`config.mk`:
```
export PLATFORM = sky130hd
export DESIGN_NAME = pwm_capture
export DESIGN_NICKNAME = d
export VERILOG_FILES = /design/src/rtl/pwm_capture.sv
export SDC_FILE = /design/constraint.sdc
export NUM_CORES = 1
export LEC_CHECK = 0
export ABC_AREA = 1
export CORE_UTILIZATION = 61
export CTS_CLUSTER_SIZE = 20
export DETAILED_ROUTE_END_ITERATION = 6
export PLACE_DENSITY = 0.81
export REMOVE_ABC_BUFFERS = 1
export SYNTH_ARGS = -nofsm -noshare
export SYNTH_HDL_FRONTEND = slang
export SYNTH_SLANG_ARGS = --single-unit
```
`constraint.sdc`:
```
create_clock -name clk -period 6.6 [get_ports clk]
set_input_delay 0.99 -clock clk [delete_from_list [all_inputs] [get_ports clk]]
set_output_delay 0.99 -clock clk [all_outputs]
set_load 0.05 [all_outputs]
```
`src/rtl/pwm_capture.sv`:
```
// PWM input capture: synchronizes pwm_in, measures rise-to-rise period and high time,
// and derives floor(high*100/period) with a restoring divider. Flags timeout and overrun.
module pwm_capture #(
  parameter int CNT_WIDTH   = 16,
  parameter int SYNC_STAGES = 2
) (
  input  logic                 clk,
  input  logic                 reset,
  input  logic                 enable,
  input  logic                 pwm_in,
  output logic [CNT_WIDTH-1:0] period,
  output logic [CNT_WIDTH-1:0] high_time,
  output logic [6:0]           duty_pct,
  output logic                 meas_valid,
  output logic                 timeout,
  output logic                 overrun
);

  localparam int DVD_W  = CNT_WIDTH + 7;
  localparam int ITER_W = $clog2(DVD_W);
  localparam logic [CNT_WIDTH-1:0] CNT_MAX   = '1;
  localparam logic [ITER_W-1:0]    LAST_ITER = ITER_W'(DVD_W - 1);

  typedef enum logic [1:0] {IDLE, MEASURE, DIVIDE} state_t;

  logic [SYNC_STAGES-1:0] r_sync;
  logic                   r_sDly;
  logic [CNT_WIDTH-1:0]   r_cnt;
  logic [CNT_WIDTH-1:0]   r_hcnt;
  logic [DVD_W-1:0]       r_dvd;
  logic [CNT_WIDTH-1:0]   r_rem;
  logic [CNT_WIDTH-1:0]   r_divisor;
  logic [CNT_WIDTH-1:0]   r_pendHigh;
  logic [ITER_W-1:0]      r_iter;
  state_t                 r_state;

  state_t                 w_nextState;
  logic                   w_s;
  logic                   w_rise;
  logic                   w_load;
  logic                   w_divStep;
  logic                   w_divDone;
  logic                   w_timeoutHit;
  logic                   w_overrunHit;
  logic [DVD_W-1:0]       w_highExt;
  logic [DVD_W-1:0]       w_scaled;
  logic [CNT_WIDTH:0]     w_remShift;
  logic [CNT_WIDTH-1:0]   w_remSub;
  logic                   w_ge;
  logic [CNT_WIDTH-1:0]   w_remNext;
  logic [DVD_W-1:0]       w_quoNext;

  // The synchronizer keeps running while disabled so re-enabling never sees a stale edge.
  always_ff @(posedge clk or posedge reset) begin
    if (reset) begin
      r_sync <= '0;
      r_sDly <= 1'b0;
    end else begin
      r_sync <= {r_sync[SYNC_STAGES-2:0], pwm_in};
      r_sDly <= w_s;
    end
  end

  assign w_s    = r_sync[SYNC_STAGES-1];
  assign w_rise = w_s & ~r_sDly;

  always_ff @(posedge clk or posedge reset) begin
    if (reset) begin
      r_cnt  <= '0;
      r_hcnt <= '0;
    end else if (!enable) begin
      r_cnt  <= '0;
      r_hcnt <= '0;
    end else if (w_rise) begin
      r_cnt  <= CNT_WIDTH'(1);
      r_hcnt <= CNT_WIDTH'(1);
    end else begin
      if (r_cnt != CNT_MAX) r_cnt <= r_cnt + CNT_WIDTH'(1);
      if (w_s && (r_hcnt != CNT_MAX)) r_hcnt <= r_hcnt + CNT_WIDTH'(1);
    end
  end

  always_ff @(posedge clk or posedge reset) begin
    if (reset) r_state <= IDLE;
    else       r_state <= w_nextState;
  end

  always_comb begin
    w_nextState = r_state;
    if (!enable) begin
      w_nextState = IDLE;
    end else begin
      case (r_state)
        IDLE:    if (w_rise) w_nextState = MEASURE;
        MEASURE: begin
          if (w_rise)                 w_nextState = DIVIDE;
          else if (r_cnt == CNT_MAX)  w_nextState = IDLE;
        end
        DIVIDE:  if (r_iter == LAST_ITER) w_nextState = MEASURE;
        default: w_nextState = IDLE;
      endcase
    end
  end

  always_comb begin
    w_load       = 1'b0;
    w_divStep    = 1'b0;
    w_divDone    = 1'b0;
    w_timeoutHit = 1'b0;
    w_overrunHit = 1'b0;
    if (enable) begin
      w_load       = (r_state == MEASURE) && w_rise;
      w_timeoutHit = (r_state == MEASURE) && !w_rise && (r_cnt == CNT_MAX);
      w_divStep    = (r_state == DIVIDE);
      w_divDone    = (r_state == DIVIDE) && (r_iter == LAST_ITER);
      w_overrunHit = (r_state == DIVIDE) && w_rise;
    end
  end

  // high*100 as shifts: 64 + 32 + 4.
  assign w_highExt  = {7'd0, r_hcnt};
  assign w_scaled   = (w_highExt << 6) + (w_highExt << 5) + (w_highExt << 2);
  assign w_remShift = {r_rem, r_dvd[DVD_W-1]};
  assign w_ge       = (w_remShift >= {1'b0, r_divisor});
  assign w_remSub   = w_remShift[CNT_WIDTH-1:0] - r_divisor;
  assign w_remNext  = w_ge ? w_remSub : w_remShift[CNT_WIDTH-1:0];
  assign w_quoNext  = {r_dvd[DVD_W-2:0], w_ge};

  always_ff @(posedge clk or posedge reset) begin
    if (reset) begin
      r_dvd      <= '0;
      r_rem      <= '0;
      r_divisor  <= '0;
      r_pendHigh <= '0;
      r_iter     <= '0;
    end else if (!enable) begin
      r_dvd      <= '0;
      r_rem      <= '0;
      r_divisor  <= '0;
      r_pendHigh <= '0;
      r_iter     <= '0;
    end else if (w_load) begin
      r_dvd      <= w_scaled;
      r_rem      <= '0;
      r_divisor  <= r_cnt;
      r_pendHigh <= r_hcnt;
      r_iter     <= '0;
    end else if (w_divStep) begin
      r_dvd  <= w_quoNext;
      r_rem  <= w_remNext;
      r_iter <= r_iter + ITER_W'(1);
    end
  end

  // The last iteration's quotient goes straight to duty_pct so all outputs move together.
  always_ff @(posedge clk or posedge reset) begin
    if (reset) begin
      period     <= '0;
      high_time  <= '0;
      duty_pct   <= '0;
      meas_valid <= 1'b0;
      timeout    <= 1'b0;
      overrun    <= 1'b0;
    end else begin
      meas_valid <= 1'b0;
      if (!enable) begin
        timeout <= 1'b0;
        overrun <= 1'b0;
      end else begin
        if (w_divDone) begin
          period     <= r_divisor;
          high_time  <= r_pendHigh;
          duty_pct   <= w_quoNext[6:0];
          meas_valid <= 1'b1;
        end
        if (w_timeoutHit) begin
          period     <= '0;
          high_time  <= '0;
          duty_pct   <= w_s ? 7'd100 : 7'd0;
          timeout    <= 1'b1;
          meas_valid <= 1'b1;
        end
        if (w_overrunHit) overrun <= 1'b1;
      end
    end
  end

endmodule

```
==> impl_results.html <==
<table>
<tr><th>Metric</th><th>Value</th></tr>
<tr><th colspan="2">Critical path</th></tr>
<tr><td>CP arrival</td><td>4100 ps</td></tr>
<tr><td>Required time of the critical path</td><td>6870 ps</td></tr>
<tr><td>Chain of cells forming the critical path</td><td>clkdlybuf4s50_1 &gt; inv_2 &gt; nor2_2 &gt; inv_2 &gt; nor2_4 &gt; inv_2 &gt; nand3_1 &gt; o21ai_1</td></tr>
<tr><td>Cell with the most instances on the worst path</td><td>inv_2</td></tr>
<tr><td>Worst Path Max Fanout</td><td>73</td></tr>
<tr><td>Cell with the biggest individual delay on the critical path</td><td>clkdlybuf4s50_1</td></tr>
<tr><td>Largest stage delay on the critical path</td><td>920 ps</td></tr>
<tr><td>Path type of the worst setup path</td><td>in -&gt; reg</td></tr>
<tr><td>Type of destination of the critical path</td><td>register</td></tr>
<tr><td>Element type at the critical path start</td><td>input pin</td></tr>
<tr><th colspan="2">Yosys</th></tr>
<tr><td>Cell with the most instances after synthesis</td><td>nand2_1</td></tr>
<tr><td>Sequential fraction of the synthesis area</td><td>41.9%</td></tr>
<tr><td>Flops &amp; latches, synth</td><td>155</td></tr>
<tr><td>Ys Warns</td><td>0</td></tr>
<tr><td>Distinct cell type count of the synthesized netlist</td><td>42</td></tr>
<tr><td>Syn Std Cell Area</td><td>0.00926 mm2</td></tr>
<tr><td>Primary FF master, synth</td><td>dfrtp_1</td></tr>
<tr><td>Most instantiated cells after synthesis</td><td>nand2_1 (270), inv_1 (164), dfrtp_1 (155), nand3_1 (119), nor2_1 (78)</td></tr>
<tr><td>Fraction of synthesis flops using an asynchronous set or reset pin</td><td>100%</td></tr>
<tr><td>Synth Area per Inst</td><td>7.85 um2</td></tr>
<tr><td>Synth top area cells</td><td>dfrtp_1 (42%), nand2_1 (11%), ha_1 (6.9%), inv_1 (6.6%), nand3_1 (6.4%)</td></tr>
<tr><td>Portion of synthesized cell area occupied by the leading cell type</td><td>41.9%</td></tr>
<tr><td>Post-synth top area cell</td><td>dfrtp_1</td></tr>
<tr><td>Number of synthesized flops with an enable pin</td><td>0</td></tr>
<tr><td>Number of cells produced by synthesis</td><td>1179</td></tr>
<tr><th colspan="2">Clock network</th></tr>
<tr><td>Number of buffers inserted by post-CTS setup repair</td><td>0</td></tr>
<tr><td>CTS H-Tree Depth</td><td>4</td></tr>
<tr><td>CTS Hold Buffers Added</td><td>0</td></tr>
<tr><td>Cells resized by post-CTS repair</td><td>0</td></tr>
<tr><td>Clock-pin slew of the registers on the worst-case setup and hold paths</td><td>60 ps</td></tr>
<tr><td>Clock root buffer master</td><td>clkbuf_16</td></tr>
<tr><td>Clock latency at the later pin of the worst-skew pair</td><td>430 ps</td></tr>
<tr><td>Largest buffer count on any clock path</td><td>2</td></tr>
<tr><td>CTS tree</td><td>done</td></tr>
<tr><td>Number of sinks driven by the clock tree</td><td>155</td></tr>
<tr><td>Num CTS Buffers</td><td>17</td></tr>
<tr><th colspan="2">Timing</th></tr>
<tr><td>Min setup slack post-route</td><td>2770 ps</td></tr>
<tr><td>Final hold slack</td><td>359 ps</td></tr>
<tr><td>Skew final</td><td>9.71 ps</td></tr>
<tr><td>Tightest Pin Transition</td><td>1240 ps</td></tr>
<tr><td>Total count of max-transition violations in the final report</td><td>0</td></tr>
<tr><td>Final TNS setup</td><td>0 ps</td></tr>
<tr><td>Headroom to the max-slew limit</td><td>17.6%</td></tr>
<tr><td>Final setup violation count</td><td>0</td></tr>
<tr><td>Final hold vios</td><td>0</td></tr>
<tr><td>Achievable frequency</td><td>261 MHz</td></tr>
<tr><td>Period utilisation layout</td><td>58.0%</td></tr>
<tr><td>Setup repair after global routing missed its margin</td><td>no</td></tr>
<tr><td>Period minus WS final</td><td>3830 ps</td></tr>
<tr><th colspan="2">Global route</th></tr>
<tr><td>Maximum number of pins on one net before global-route repair</td><td>112</td></tr>
<tr><td>Via count of the first global-routing pass</td><td>7985</td></tr>
<tr><td>Total congestion overflow after global routing</td><td>0</td></tr>
<tr><td>Initial antenna violation count</td><td>0</td></tr>
<tr><td>All-layer global routing usage</td><td>30.2%</td></tr>
<tr><td>First-pass GRT wire length</td><td>37700 um</td></tr>
<tr><th colspan="2">Placement</th></tr>
<tr><td>Number of port buffers</td><td>45</td></tr>
<tr><td>GP Congestion</td><td>0.939</td></tr>
<tr><td>Sum of net half-perimeters after detailed placement</td><td>15200 um</td></tr>
<tr><td>Pre-CTS worst setup slack</td><td>2380 ps</td></tr>
<tr><th colspan="2">Layout</th></tr>
<tr><td>Multi-input combinational cell area</td><td>0.00454 mm2</td></tr>
<tr><td>Fraction of final layout cells with drive strength greater than 1</td><td>5.81%</td></tr>
<tr><td>Filler cell count</td><td>1160</td></tr>
<tr><td>Antenna Cells</td><td>0</td></tr>
<tr><td>Number of nets in the finished design</td><td>1279</td></tr>
<tr><td>Signed area change from the synthesized netlist to the final layout</td><td>12.2%</td></tr>
<tr><td>Register area</td><td>0.00388 mm2</td></tr>
<tr><th colspan="2">Flow run</th></tr>
<tr><td>Count of maximum capacitance violations</td><td>0</td></tr>
<tr><th colspan="2">Floorplan</th></tr>
<tr><td>Area of the core</td><td>0.0147 mm2</td></tr>
<tr><td>Die Y</td><td>125 um</td></tr>
<tr><td>Standard-cell rows</td><td>44</td></tr>
<tr><td>Ports</td><td>46</td></tr>
<tr><td>Initial cell density of the core</td><td>63.0%</td></tr>
<tr><td>Die W</td><td>125 um</td></tr>
<tr><td>Total die area</td><td>0.0157 mm2</td></tr>
<tr><th colspan="2">Routing</th></tr>
<tr><td>Initial detailed-routing violation count</td><td>553</td></tr>
<tr><td>Total DRC errors in the routed layout</td><td>6</td></tr>
<tr><td>Per-cell routed wire length</td><td>15.7 um</td></tr>
<tr><td>Remaining antenna violation count after routing</td><td>0</td></tr>
<tr><td>Number of detailed-routing iterations run before antenna repair</td><td>7</td></tr>
<tr><td>Routed Wire Length</td><td>22100 um</td></tr>
<tr><td>Via/cell ratio</td><td>5.70</td></tr>
<tr><td>Total vias in the final route</td><td>8013</td></tr>
<tr><th colspan="2">Power</th></tr>
<tr><td>Power per cell area</td><td>220 mW/mm2</td></tr>
<tr><td>Static leakage</td><td>5.32 nW</td></tr>
<tr><td>Maximum vdd ir drop</td><td>178 uV</td></tr>
<tr><th colspan="2">Outcome</th></tr>
<tr><td>Violated checks</td><td>DRC</td></tr>
<tr><td>Run status</td><td>finished, violations left</td></tr>
<tr><th colspan="2">Min path</th></tr>
<tr><td>Classification of the worst-slack hold path</td><td>reg -&gt; reg</td></tr>
</table>
-- cell usage in the layout, fill, tap and decap left out, types with 2 or more instances in the layout --
cell / count
inv_1: 163
xor2_1: 12
o21ai_0: 54
and3_1: 2
nor2_1: 78
inv_6: 3
nand2_1: 270
nand2_4: 2
o211ai_1: 2
and2_1: 3
nand3_1: 119
nand3b_1: 16
nor3_1: 12
bufinv_16: 3
a22oi_1: 2
o22ai_1: 26
a31oi_1: 2
nor2_4: 4
nor3_4: 2
ha_1: 51
nand3_2: 3
o21ai_1: 43
buf_4: 4
nor2_2: 7
clkdlybuf4s50_1: 45
fa_1: 14
xnor2_1: 6
clkbuf_1: 3
a21oi_1: 51
nand2_2: 5
inv_2: 10
clkinv_4: 2
clkbuf_16: 17
dfrtp_1: 155
clkbuf_8: 2
nand4_1: 18
-- path summary, 6_finish.rpt --
kind / startpoint / to / slack, ps / cells after the start
max in group asynchronous: reset / r_cnt[0] / 4320 / 3
min in group asynchronous: reset / r_rem[4] / 1140 / 2
worst min register to register: r_sync[0] / r_sync[1] / 360 / 0
worst max register to register: r_sync[1] / r_dvd[2] / 3290 / 10
worst min-delay path: r_sync[0] / r_sync[1] / 360 / 0
worst max-delay path: enable / high_time[9] / 2770 / 8
-- flip-flops by register name (all words and copies together), names as in the netlist --
| signal | cells |
|---|---|
| r_sync | 2 |
| r_state | 2 |
| timeout | 1 |
| r_dvd | 23 |
| r_iter | 5 |
| period | 16 |
| duty_pct | 7 |
| r_pendHigh | 16 |
| r_cnt | 16 |
| high_time | 16 |
| r_sDly | 1 |
| r_divisor | 16 |
| overrun | 1 |
| r_hcnt | 16 |
| r_rem | 16 |
| meas_valid | 1 |
-- cells by family after synthesis --
logic type / after synthesis / synth area share [%]
fa+ha+maj: 65 / 9.92
flops: 155 / 41.9
simple gates: 544 / 26.6
xor+xnor: 18 / 1.70
buf+inv: 212 / 9.12
compound gates: 185 / 10.7
-- worst max-delay path, delay by kind of cell --
kind                   cells  cell delay (ps)
AO/OA/AOI/OAI              1               90
buffers and inverters      4             1720
AND/OR/NAND/NOR            3             1240
-- metal layers --
metal	routed length, um	vias to the layer above	global-route usage (%)
met3	1010	50	5.43
li1	-	3885	-
met4	529	0	12.1
met2	11200	245	52.6
met5	0	-	0
met1	9290	3833	37.4
-- final cells by class --
cell class / instances / area share (%)
Sequential cell: 155 / 37.3
Tap cell: 184 / 2.22
Multi-Input combinational cell: 812 / 43.7
Clock inverter: 9 / 1.32
Timing Repair Buffer: 49 / 4.62
Clock buffer: 22 / 4.47
Inverter: 175 / 6.37
-- metrics by stage --
stage               std cells  utilization [%]  instance area [um2]  total power, mW
global route             1406             70.7                10400             2.37
CTS                      1406             70.7                10400             2.29
global placement         1375             66.6                 9790             1.29
detailed placement       1375             66.6                 9790             1.29
finish                   1406             70.7                10400             2.29
floorplan                1142                -                 9070             1.21
-- report_power, final --
part	switching, mW	internal (mW)	total (mW)
registers	0.0241	0.982	1.01
logic	0.194	0.0781	0.272
clock network	0.393	0.616	1.01
total	0.612	1.68	2.29
(Power assumes the default switching activity.)
